--- config.mk ---
export PLATFORM = sky130hd
export DESIGN_NAME = muldiv_unit
export DESIGN_NICKNAME = d
export VERILOG_FILES = /design/src/rtl/muldiv_unit_pkg.sv /design/src/rtl/muldiv_unit.sv
export SDC_FILE = /design/constraint.sdc
export NUM_CORES = 1
export LEC_CHECK = 0
export ABC_AREA = 1
export BUFFER_PORTS_ARGS = -buffer_cell sky130_fd_sc_hd__buf_4
export CORE_MARGIN = 1.5
export CORE_UTILIZATION = 40
export DETAILED_ROUTE_END_ITERATION = 12
export PLACE_DENSITY = 0.66
export SETUP_SLACK_MARGIN = 0.3
export SLEW_MARGIN = 25
export SYNTH_ARGS = -nofsm -noshare
export SYNTH_HDL_FRONTEND = slang
export SYNTH_SLANG_ARGS = --single-unit
export TNS_END_PERCENT = 100
--- constraint.sdc ---
create_clock -name clk -period 3.17 [get_ports clk]
set_input_delay 0.1585 -clock clk [delete_from_list [all_inputs] [get_ports clk]]
set_output_delay 0.1585 -clock clk [all_outputs]
set_load 0.005 [all_outputs]
--- src/rtl/muldiv_unit_pkg.sv ---
// rtl/muldiv_unit_pkg.sv - shared constants and types for the RV32M multiply/divide unit
package muldiv_unit_pkg;

    // funct3 encodings of the M-extension operations
    localparam logic [2:0] F3_MUL    = 3'd0;
    localparam logic [2:0] F3_MULH   = 3'd1;
    localparam logic [2:0] F3_MULHSU = 3'd2;
    localparam logic [2:0] F3_MULHU  = 3'd3;
    localparam logic [2:0] F3_DIV    = 3'd4;
    localparam logic [2:0] F3_DIVU   = 3'd5;
    localparam logic [2:0] F3_REM    = 3'd6;
    localparam logic [2:0] F3_REMU   = 3'd7;

    // Sequencer states
    typedef enum logic [1:0] {
        ST_IDLE = 2'd0,
        ST_CALC = 2'd1,
        ST_FIX  = 2'd2,
        ST_DONE = 2'd3
    } state_t;

    // Default datapath width; one iteration per operand bit
    localparam int DEF_BIT_W = 32;

    // Width of the iteration counter needed to count BIT_W iterations
    function automatic int iter_cnt_w(input int bit_w);
        return (bit_w > 1) ? $clog2(bit_w) : 1;
    endfunction

    // EX-stage writeback mux: ALU output versus this unit's result
    localparam logic EX_SEL_ALU    = 1'b0;
    localparam logic EX_SEL_MULDIV = 1'b1;

endpackage

--- src/rtl/muldiv_unit.sv ---
// rtl/muldiv_unit.sv - iterative RV32M multiply/divide unit with fixed latency
module muldiv_unit
    import muldiv_unit_pkg::*;
#(
    parameter int BIT_W = DEF_BIT_W
) (
    input  logic             clk,
    input  logic             rst_n,
    input  logic             i_valid,
    input  logic [2:0]       i_funct3,
    input  logic [BIT_W-1:0] i_a,
    input  logic [BIT_W-1:0] i_b,
    output logic             o_ready,
    output logic             o_done,
    output logic [BIT_W-1:0] o_result
);

    localparam int                 CNT_W     = iter_cnt_w(BIT_W);
    localparam logic [CNT_W-1:0]   LAST_ITER = CNT_W'(BIT_W - 1);
    localparam logic [BIT_W-1:0]   INT_MIN   = {1'b1, {(BIT_W-1){1'b0}}};

    state_t             state;
    state_t             state_nxt;
    logic [CNT_W-1:0]   cnt;
    logic [2:0]         op;
    logic [BIT_W-1:0]   a_mag;
    logic [BIT_W-1:0]   b_mag;
    logic [BIT_W-1:0]   a_raw;
    logic               b_zero;
    logic               sgn_ovf;
    logic               neg_hi;
    logic               neg_rem;
    // acc: upper product word (multiply) or BIT_W+1-bit partial remainder (divide)
    // lo:  multiplier shifting out LSB first, or dividend/quotient shifting MSB first
    logic [BIT_W:0]     acc;
    logic [BIT_W-1:0]   lo;

    logic               accept;
    logic               a_signed;
    logic               b_signed;
    logic               a_neg_in;
    logic               b_neg_in;
    logic [BIT_W-1:0]   a_mag_in;
    logic [BIT_W-1:0]   b_mag_in;

    logic [BIT_W:0]     mul_add;
    logic [BIT_W:0]     mul_sum;
    logic [BIT_W:0]     div_shift;
    logic [BIT_W:0]     div_diff;
    logic               div_ge;

    logic [2*BIT_W-1:0] prod_raw;
    logic [2*BIT_W-1:0] prod_fix;
    logic [BIT_W-1:0]   quo_fix;
    logic [BIT_W-1:0]   rem_fix;
    logic [BIT_W-1:0]   fix_result;

    // Operand signedness and magnitude conversion at the accepting edge
    always_comb begin
        accept   = (state == ST_IDLE) && i_valid;
        a_signed = (i_funct3 == F3_MUL) || (i_funct3 == F3_MULH) || (i_funct3 == F3_MULHSU) ||
                   (i_funct3 == F3_DIV) || (i_funct3 == F3_REM);
        b_signed = (i_funct3 == F3_MUL) || (i_funct3 == F3_MULH) ||
                   (i_funct3 == F3_DIV) || (i_funct3 == F3_REM);
        a_neg_in = a_signed && i_a[BIT_W-1];
        b_neg_in = b_signed && i_b[BIT_W-1];
        a_mag_in = a_neg_in ? (~i_a + 1'b1) : i_a;
        b_mag_in = b_neg_in ? (~i_b + 1'b1) : i_b;
    end

    // One shift-add or restoring-divide step, all on BIT_W+1 bits
    always_comb begin
        mul_add   = lo[0] ? {1'b0, a_mag} : '0;
        mul_sum   = {1'b0, acc[BIT_W-1:0]} + mul_add;
        div_shift = {acc[BIT_W-1:0], lo[BIT_W-1]};
        div_diff  = div_shift - {1'b0, b_mag};
        div_ge    = ~div_diff[BIT_W];
    end

    // Sign restoration and special-case selection for the final word
    always_comb begin
        prod_raw = {acc[BIT_W-1:0], lo};
        prod_fix = neg_hi ? (~prod_raw + 1'b1) : prod_raw;
        quo_fix  = neg_hi ? (~lo + 1'b1) : lo;
        rem_fix  = neg_rem ? (~acc[BIT_W-1:0] + 1'b1) : acc[BIT_W-1:0];
        fix_result = '0;
        case (op)
            F3_MUL:                      fix_result = prod_fix[BIT_W-1:0];
            F3_MULH, F3_MULHSU, F3_MULHU: fix_result = prod_fix[2*BIT_W-1:BIT_W];
            F3_DIV: begin
                if (b_zero)       fix_result = '1;
                else if (sgn_ovf) fix_result = a_raw;
                else              fix_result = quo_fix;
            end
            F3_DIVU:              fix_result = b_zero ? '1 : lo;
            F3_REM: begin
                if (b_zero)       fix_result = a_raw;
                else if (sgn_ovf) fix_result = '0;
                else              fix_result = rem_fix;
            end
            F3_REMU:              fix_result = b_zero ? a_raw : acc[BIT_W-1:0];
            default:              fix_result = '0;
        endcase
    end

    // State register
    always_ff @(posedge clk or negedge rst_n) begin
        if (!rst_n) state <= ST_IDLE;
        else        state <= state_nxt;
    end

    // Next-state logic: IDLE -> CALC (BIT_W cycles) -> FIX -> DONE -> IDLE
    always_comb begin
        state_nxt = state;
        case (state)
            ST_IDLE: if (accept) state_nxt = ST_CALC;
            ST_CALC: if (cnt == LAST_ITER) state_nxt = ST_FIX;
            ST_FIX:  state_nxt = ST_DONE;
            ST_DONE: state_nxt = ST_IDLE;
            default: state_nxt = ST_IDLE;
        endcase
    end

    // Handshake outputs decoded from state
    always_comb begin
        o_ready = (state == ST_IDLE);
        o_done  = (state == ST_DONE);
    end

    // Operand capture and iterative datapath; operands only sampled in IDLE
    always_ff @(posedge clk or negedge rst_n) begin
        if (!rst_n) begin
            cnt     <= '0;
            op      <= '0;
            a_mag   <= '0;
            b_mag   <= '0;
            a_raw   <= '0;
            b_zero  <= 1'b0;
            sgn_ovf <= 1'b0;
            neg_hi  <= 1'b0;
            neg_rem <= 1'b0;
            acc     <= '0;
            lo      <= '0;
        end else if (accept) begin
            cnt     <= '0;
            op      <= i_funct3;
            a_mag   <= a_mag_in;
            b_mag   <= b_mag_in;
            a_raw   <= i_a;
            b_zero  <= (i_b == '0);
            sgn_ovf <= (i_a == INT_MIN) && (&i_b);
            neg_hi  <= a_neg_in ^ b_neg_in;
            neg_rem <= a_neg_in;
            acc     <= '0;
            lo      <= i_funct3[2] ? a_mag_in : b_mag_in;
        end else if (state == ST_CALC) begin
            cnt <= cnt + CNT_W'(1);
            if (op[2]) begin
                acc <= div_ge ? div_diff : div_shift;
                lo  <= {lo[BIT_W-2:0], div_ge};
            end else begin
                acc <= {1'b0, mul_sum[BIT_W:1]};
                lo  <= {mul_sum[0], lo[BIT_W-1:1]};
            end
        end
    end

    // Result register loads on entry to DONE and holds until the next result
    always_ff @(posedge clk or negedge rst_n) begin
        if (!rst_n)                 o_result <= '0;
        else if (state == ST_FIX)   o_result <= fix_result;
    end

endmodule

==> results.py <==
metrics = {
    "run_status": {
        "status": "finished, final reports clean",
    },
    "clock_network": {
        "cts.sinks": 205,
        "cts_tree": "done",
        "clkLatencyLatePin_ps": 580,
        "htree_levels": 1,
        "cts.path.max_buffers": 3,
        "cts_buffers": 24,
        "cts-root-buf": "clkbuf_16",
        "clk_pin_slew_ps": 70,
    },
    "synthesis": {
        "synth-edff-count": 0,
        "yosysTopAreaCell": "dfrtp_1",
        "syn_area_per_cell_sq_um": 5.773,
        "yosysWarnings": 0,
        "yosys_register_bits": 205,
        "ys_types": 57,
        "synthesis.nets": 3879,
        "netlist_instances": 3732,
        "yosysSeqAreaShare_pct": 23.81,
        "ys.flop_type": "dfrtp_1",
        "yosys-top-cells-area": "dfrtp_1, nand2_1, inv_1, nand3_1, nor2_1",
        "synth_commonest_cells": "nand2_1, inv_1, nor2_1",
        "synth_area_sq_mm": 0.02154,
        "yosysMostFrequentCell": "nand2_1",
        "async_reset_ff_share_pct": 100.0,
        "yosys.area.top_type_share_pct": 23.81,
    },
    "sta": {
        "rsz0062_at_grt": "true",
        "fin_crit_sh_pct": 88.03,
        "setup_viol": 0,
        "fin_skew_ps": 43.55,
        "finalCriticalPeriod_ps": 2790,
        "hold_viol": 0,
        "max_freq_mhz": 358.4,
        "relSlewSlack_pct": 38.37,
        "hold_ws_ps": 8.229,
        "tightest_slew_ps": 918.8,
        "setup-tns-final_ps": 0,
        "slew_violations": 0,
    },
    "drt": {
        "drtIter0Drc": 3763,
        "drtPass1Iterations": 7,
        "ant_nets": 0,
        "routed_wl_mm": 99.46,
        "dr_total_vias": 25890,
        "vias_per_cell": 5.690,
        "wl_per_cell_microns": 21.86,
        "drc": 0,
    },
    "power": {
        "p_leak_nw": 13.09,
        "power.density_mw_per_mm2": 1118,
        "peakVddDrop_mv": 0.8380,
    },
    "layout": {
        "final_area_sq_mm": 0.02457,
        "drive_above_1_share_pct": 8.705,
        "utilization_pct": 46.47,
        "fin_nets": 3990,
        "stdcell_count": 4549,
        "syn_to_final_growth_pct": 14.03,
    },
    "setup_path": {
        "cp.arrival_ps": 3240,
        "r2r_cells": 15,
        "worstPathRequired_ps": 3620,
        "regToRegSetupSlack_ps": 380,
        "path_class": "reg -> reg",
        "path_max_fanout": 16,
        "start_kind": "flip-flop",
        "worstSetupEndpointType": "flip-flop",
    },
    "global_routing": {
        "grt_max_degree": 121,
        "antenna_found_initial": 2,
        "track_usage_pct": 34.82,
        "grt_pass1_wl_mm": 146.7,
        "grt_pass1_vias": 23300,
        "grt.overflow.total": 0,
    },
    "die": {
        "initial_core_util_pct": 40.75,
        "die_area_sq_mm": 0.05526,
        "die_w_microns": 235.1,
        "fp-row-count": 84,
        "coreArea_sq_mm": 0.05287,
        "pin_count": 104,
        "fp.dieH_microns": 235.1,
    },
    "place": {
        "dp_cells": 4463,
        "placed_cell_area_sq_mm": 0.02327,
        "portBuffers": 103,
        "gp_congestion": 1.054,
        "place_hpwl_mm": 78.04,
    },
    "min_path": {
        "whs_path_depth": 3,
        "min-delay-path-class": "in -> reg",
    },
    "run": {
        "max-cap-violations": 0,
    },
}
## critical path, stage by stage, from the launching register on
cell     delay [ps]
dfrtp_1         740
ha_1            400
nand2_1          90
nand2_1          80
nand2_1          70
nand2_1          70
a21oi_1         160
nand2_2         110
nand2_2         140
nand2_4          70
nand2_4         170
nand2_8         180
nand2_2         100
nand3_1          90
nand2_1         100
o21ai_1          70
## registers in the layout, indices dropped and copies added (netlist names)
signal,cells
b_mag,32
b_zero,1
op,3
cnt,5
acc,32
neg_rem,1
lo,32
a_mag,32
state,2
sgn_ovf,1
o_result,32
neg_hi,1
a_raw,31
## layer usage
metal  up-vias  routed length, microns  global-route usage (%)
met4         4                    6646                   20.35
met2      1580                   41130                   51.17
met3       316                   11280                   7.519
li1      12200                       -                       -
met1     11790                   40370                   46.87
met5         -                      24                       0
## final timing paths
check                              from           end
max                              acc[8]        acc[7]
min                             i_a[10]     a_raw[10]
max reg2reg                      acc[8]        acc[7]
min reg2reg                o_result[15]  o_result[15]
max in group asynchronous         rst_n         lo[0]
min in group asynchronous         rst_n  o_result[23]
## placed cells by master, fill, tap and decap left out, types with 17 or more instances in the layout
cell,n
nor3_1,34
nand3_1,304
dlygate4sd3_1,39
buf_4,181
o21ai_0,266
nand2_2,20
o21ai_1,17
nand2_1,1284
a21oi_1,203
nor2_1,375
dfrtp_1,199
inv_1,464
ha_1,75
xor2_1,63
nand4_1,57
clkbuf_16,24
a211oi_1,19
nand3_2,20
## where the power goes
part | internal, W | switching, W
logic | 0.00591 | 0.0130
clock network | 0.00167 | 0.00127
registers | 0.00383 | 0.00177
total | 0.0114 | 0.0160
## repair_timing
| item | 4_1_cts | 5_1_grt |
|---|---|---|
| setup endpoints to repair | 0 | 34 |
| resized for setup | 0 | 13 |
| setup buffers | 0 | 1 |
| endpoints found under the hold margin | 118 | 0 |
| hold buffers | 39 | 0 |
## area by class of cell
class / instances / area [sq um]
flip-flops and latches: 205 / 5137
fillers: 5788 / 28300
inverters: 476 / 1788
clock buffers: 31 / 676.9
clock inverters: 12 / 136.4
well taps: 688 / 860.8
diodes: 1 / 2.502
multi-input cells: 2909 / 14080
repair buffers: 227 / 1884
## through the flow
stage | power, W | setup slack (ps)
floorplan | 0.01705 | 619.9
global placement | 0.02346 | 410.1
detailed placement | 0.02349 | 374.7
CTS | 0.02654 | 352.3
global route | 0.02933 | 284.9
finish | 0.02746 | 379.6
## kinds of logic after synthesis
| kind of cell | share of synthesized area [%] |
|---|---|
| compound gates | 15.31 |
| flops | 23.81 |
| xor+xnor | 3.212 |
| buf+inv | 11.29 |
| simple gates | 41.83 |
| fa+ha+maj | 4.542 |
Note: power is estimated with default switching activity, not from simulation.
